### config.mk
export PLATFORM = sky130hd
export DESIGN_NAME = bcd_updown_counter
export DESIGN_NICKNAME = d
export VERILOG_FILES = /design/src/rtl/bcd_updown_counter_pkg.sv /design/src/rtl/bcd_digit.sv /design/src/rtl/bcd_updown_counter.sv
export SDC_FILE = /design/constraint.sdc
export NUM_CORES = 1
export LEC_CHECK = 0
export BUFFER_PORTS_ARGS = -buffer_cell sky130_fd_sc_hd__clkbuf_2
export CORE_MARGIN = 8
export CORE_UTILIZATION = 45
export CTS_BUF_LIST = sky130_fd_sc_hd__clkbuf_8
export CTS_CLUSTER_SIZE = 25
export DETAILED_ROUTE_END_ITERATION = 10
export SLEW_MARGIN = 20
export SYNTH_ARGS = -nofsm -noshare
export SYNTH_HDL_FRONTEND = slang
export SYNTH_SLANG_ARGS = --single-unit
### constraint.sdc
create_clock -name clk -period 4.8 [get_ports clk]
set_input_delay 0.24 -clock clk [delete_from_list [all_inputs] [get_ports clk]]
set_output_delay 0.24 -clock clk [all_outputs]
set_load 0.02 [all_outputs]
### src/rtl/bcd_updown_counter_pkg.sv
// Shared BCD digit constants and helpers for the up/down counter.
package bcd_updown_counter_pkg;

  localparam int unsigned BCD_W = 4;

  typedef logic [BCD_W-1:0] bcd_digit_t;

  localparam bcd_digit_t BCD_MAX = 4'd9;
  localparam bcd_digit_t BCD_MIN = 4'd0;

  // Non-decimal codes (A..F) collapse to zero so the count never leaves 0..9.
  function automatic bcd_digit_t bcd_sanitize(input bcd_digit_t digit);
    return (digit > BCD_MAX) ? BCD_MIN : digit;
  endfunction

endpackage

### src/rtl/bcd_digit.sv
// One BCD decade: loads, increments or decrements, and reports carry/borrow to the next decade.
module bcd_digit
  import bcd_updown_counter_pkg::*;
(
  input  logic             clk,
  input  logic             rst,
  input  logic             inc,
  input  logic             dec,
  input  logic             ld,
  input  logic [BCD_W-1:0] ld_val,
  output logic [BCD_W-1:0] q,
  output logic             co,
  output logic             bo
);

  bcd_digit_t q_q;
  bcd_digit_t q_d;

  // Load wins over counting; inc and dec are never both set by the top.
  always_comb begin
    q_d = q_q;
    if (ld) begin
      q_d = bcd_sanitize(ld_val);
    end else if (inc) begin
      q_d = (q_q >= BCD_MAX) ? BCD_MIN : q_q + 4'd1;
    end else if (dec) begin
      q_d = (q_q == BCD_MIN) ? BCD_MAX : q_q - 4'd1;
    end
  end

  always_ff @(posedge clk) begin
    if (rst) begin
      q_q <= BCD_MIN;
    end else begin
      q_q <= q_d;
    end
  end

  assign q  = q_q;
  assign co = inc && (q_q == BCD_MAX);
  assign bo = dec && (q_q == BCD_MIN);

endmodule

### src/rtl/bcd_updown_counter.sv
// Multi-digit BCD up/down counter with prescaler, parallel load and full-scale wrap pulse.
module bcd_updown_counter
  import bcd_updown_counter_pkg::*;
#(
  parameter int unsigned DIGITS   = 2,
  parameter int unsigned PRESCALE = 50000000
) (
  input  logic                    clk,
  input  logic                    rst,
  input  logic                    en,
  input  logic                    up,
  input  logic                    load,
  input  logic [BCD_W*DIGITS-1:0] load_val,
  output logic [BCD_W*DIGITS-1:0] bcd,
  output logic                    step,
  output logic                    wrap
);

  localparam int unsigned PW = $clog2(PRESCALE);
  localparam logic [PW-1:0] PCNT_LAST = PW'(PRESCALE - 1);

  logic [PW-1:0] pcnt_q;
  logic [PW-1:0] pcnt_d;
  logic          step_q;
  logic          step_d;
  logic          wrap_q;
  logic          wrap_d;
  logic          step_evt_c;
  logic [DIGITS:0] inc_chain;
  logic [DIGITS:0] dec_chain;

  assign step_evt_c = en && (pcnt_q == PCNT_LAST);

  // Prescaler holds while disabled; a load restarts the interval.
  always_comb begin
    pcnt_d = pcnt_q;
    if (load) begin
      pcnt_d = '0;
    end else if (en) begin
      pcnt_d = step_evt_c ? '0 : pcnt_q + PW'(1);
    end
  end

  // A step coinciding with a load is discarded, so no pulse either.
  always_comb begin
    step_d = step_evt_c && !load;
    wrap_d = step_d && (inc_chain[DIGITS] || dec_chain[DIGITS]);
  end

  always_ff @(posedge clk) begin
    if (rst) begin
      pcnt_q <= '0;
      step_q <= 1'b0;
      wrap_q <= 1'b0;
    end else begin
      pcnt_q <= pcnt_d;
      step_q <= step_d;
      wrap_q <= wrap_d;
    end
  end

  assign inc_chain[0] = step_evt_c && up;
  assign dec_chain[0] = step_evt_c && !up;

  // Carry/borrow ripples combinationally from digit 0 upward within the step cycle.
  for (genvar i = 0; i < DIGITS; i++) begin : g_digit
    bcd_digit u_digit (
      .clk    (clk),
      .rst    (rst),
      .inc    (inc_chain[i]),
      .dec    (dec_chain[i]),
      .ld     (load),
      .ld_val (load_val[BCD_W*i +: BCD_W]),
      .q      (bcd[BCD_W*i +: BCD_W]),
      .co     (inc_chain[i+1]),
      .bo     (dec_chain[i+1])
    );
  end

  assign step = step_q;
  assign wrap = wrap_q;

endmodule

==> results.tsv <==
metric	value	unit
Fin Clk Skew	0.00379	ns
RR Startpoint	pcnt_q[7]$_SDFFE_PP0P_	
reg2reg setup slack	2.21	ns
fin crit share	54.0	%
CTS tree	done	
Area Growth Syn to Fin	9.82	%
DP Area	0.00218	sq mm
sequential area share after synthesis	34.9	%
pwr dens	262	mW/mm^2
Synth Flop Type	dfxtp_1	
Combinational Power Share	10.9	%
Syn Nets	270	
Sw Share	25.3	%
Worst Path Required	4.94	ns
fin. max-slew vios	0	
clock buffer depth	2	
Clk pwr share	36.6	%
# rows	24	
H-tree Lvls	2	
Cell Chain, Critical Path	nor4_2 > nand4_1 > or4_1 > nand2b_1 > nor2_1	
area of the multi-input gates	0.00124	sq mm
TNS Setup	0	ns
cell taking the most area after synthesis	dfxtp_1	
clock-pin slew on the worst setup and hold paths	0.07	ns
setup repair bufs after CTS	0	
crit path time final	2.59	ns
global-route wire length before repair	7.49	mm
Post-CTS Hold Fix Bufs	0	
status	completed	
synth cell count leaders	40 x nor2_1, 36 x dfxtp_1, 16 x nand3_1, 16 x xor2_1	
Ys Warns	0	
Clock Tree Root	clkbuf_8	
Worst Hold Path Cells	2	
post-synth top area share	34.9	%
port buffer count	22	
final hold violation count	0	
most common cell in the synthesized netlist	nor2_1	
Leakage	0.846	nW
Resized Gates After CTS	0	
max incr delay on CP	0.79	ns
slowest CP cell	or4_1	
# clock sinks	36	
Sw Pwr	0.000150	W
global-route usage over all layers	12.5	%
Post-synth EDFFs	0	
RR Endpoint	pcnt_q[4]$_SDFFE_PP0P_	
Flop pwr share	52.5	%
total internal power	0.000442	W
Fmax	386	MHz
R2R depth	5	
min-delay src	load_val[3]	
fin area	0.00227	sq mm
die height	83.7	microns
die area	0.00701	sq mm
via count	1727	
crit path DAT	2.73	ns
Max Cap Viol	0	
final setup violation count	0	
Routed WL	4.28	mm
RSZ-0062 raised after global routing	no	
layout cells sized above 1	15.0	%
crit path kind	flip-flop to flip-flop	
vias in the first global route	1693	
CTS Buf Count	5	
Critical Path Start Type	flip-flop	
Chip Width	83.7	microns
Post-Syn Area	0.00206	sq mm
initial antenna violation count	0	
FF/Latch Area	721	sq um
async set or reset register ratio after synthesis	0	%
Starting Density	47.1	%
Core Util, Final	51.7	%
fill count	425	
DRC violation count after routing	0	
Power, Total	0.000593	W
hold slack	0.199	ns
Placer Congestion	0.775	
diodes inserted	0	
Synth Area per Inst	8.29	sq um
Peak supply drop	0.146	mV
pin count of the biggest net entering global routing	25	
# nets final	286	
Hold Path Class	input port to flip-flop	
grt ovf	0	
Netlist cell types	47	
HPWL Detailed	3.01	mm
post-route ant nets	0	
Worst setup EP type	flip-flop	
Hold Path End	g_digit[0].u_digit.q[1]$_SDFFE_PP0P_	
first-pass iteration count of the detailed router	4	
synthesis-stage register bit count	36	
Mapped Cells	249	
wire length per cell	13.4	microns
Tightest Pin Transition	0.890	ns
IO Pins	23	
Slew HR	40.7	%
worst skew pair latency	0.29	ns
synth top area cells	dfxtp_1 35%, nor2_1 7.3%, xor2_1 6.8%	
DR vias/cell	5.43	
Iter 0 DRT Violations	93	
core area	0.00438	sq mm
CP Max Fanout	24	
==> metal layers <==
layer,track usage (%),part of all wire [%],vias to the layer above,wire (microns)
met5,0,0,-,0
met4,6.12,0.65,0,28
met3,3.42,3.9,2,168
met2,19.4,45,27,1950
met1,15.3,50,785,2130
li1,-,-,913,-
==> logic make-up (layout without fill, tap and decap cells) <==
kind of cell / after synthesis / count (layout) / share of synthesized area, %
flip-flops: 36 / 36 / 34.9
adder cells (fa/ha/maj): 8 / 8 / 4.85
AO/OA/AOI/OAI: 44 / 44 / 14.6
XOR/XNOR: 24 / 24 / 10.2
multiplexers: 2 / 2 / 1.64
buffers and inverters: 23 / 40 / 5.03
AND/OR/NAND/NOR: 112 / 112 / 28.8
==> through the flow <==
| stage | worst slack [ns] | instances |
|---|---|---|
| after floorplan | 2.60 | 249 |
| after global placement | 2.22 | 310 |
| after detailed placement | 2.17 | 310 |
| after CTS | 2.16 | 318 |
| after global routing | 1.95 | 318 |
| final | 2.21 | 318 |
==> registers in the layout, summed over array words and instances (netlist names) <==
signal and flops:
wrap 1, g_digit.u_digit.q 8, pcnt_q 26, step 1
==> power groups by stage <==
| stage | Combinational (W) | Sequential, W | Clock, W |
|---|---|---|---|
| global placement | 0.0000648 | 0.000318 | 0 |
| finish | 0.0000646 | 0.000311 | 0.000217 |
| detailed placement | 0.0000649 | 0.000318 | 0 |
| global route | 0.0000728 | 0.000312 | 0.000236 |
| CTS | 0.0000651 | 0.000311 | 0.000228 |
| floorplan | 0.0000456 | 0.000318 | 0 |
==> how the worst max path moves through the flow <==
| stage | startpoint | endpoint | slack (ns) | depth (start not counted) |
|---|---|---|---|---|
| 5_1_grt | pcnt_q[9]$_SDFFE_PP0P_ | pcnt_q[17]$_SDFFE_PP0P_ | 1.95 | 5 |
| 3_3_place_gp | pcnt_q[7]$_SDFFE_PP0P_ | pcnt_q[13]$_SDFFE_PP0P_ | 2.22 | 5 |
| 3_5_place_dp | pcnt_q[7]$_SDFFE_PP0P_ | pcnt_q[17]$_SDFFE_PP0P_ | 2.17 | 5 |
| 4_1_cts | pcnt_q[7]$_SDFFE_PP0P_ | pcnt_q[4]$_SDFFE_PP0P_ | 2.16 | 5 |
| 6_report | pcnt_q[7]$_SDFFE_PP0P_ | pcnt_q[4]$_SDFFE_PP0P_ | 2.21 | 5 |
| 2_1_floorplan | g_digit[0].u_digit.q[1]$_SDFFE_PP0P_ | g_digit[0].u_digit.q[3]$_SDFFE_PP0P_ | 2.60 | 6 |
==> worst max-delay path: cells and delay by family, from the launching register on <==
kind	cells	cell delay (ns)
and+or+nand+nor	5	2.08
DFF	1	0.36
==> layout make-up <==
cell class	count	area share, %
multi-input combinational	190	54.7
sequential	36	31.8
timing repair buffer	23	5.19
clock buffer	6	3.64
tap	52	2.87
inverter	9	1.49
clock inverter	2	0.331
==> cell usage in the layout (no fill, tap or decap), types with 2 or more instances in the layout <==
cell and count:
nand2b_1 8, a211o_1 2, xnor2_1 8, nor2_1 40
inv_1 11, o21ai_0 6, or3b_2 2, clkbuf_2 22
nand2_1 11, xor2_1 16, nor2b_1 2, nor4_2 2
a221oi_1 2, a31oi_1 5, and4_1 3, o31ai_1 2
and4b_1 2, and3_1 6, nor3_1 4, or3_1 3
a21oi_1 11, nand3_1 16, dfxtp_1 36, clkbuf_8 6
a32oi_1 3, nand4_1 6, a211oi_1 3, o21bai_1 2
ha_1 8, nor4_1 2
(Power assumes the default switching activity.)
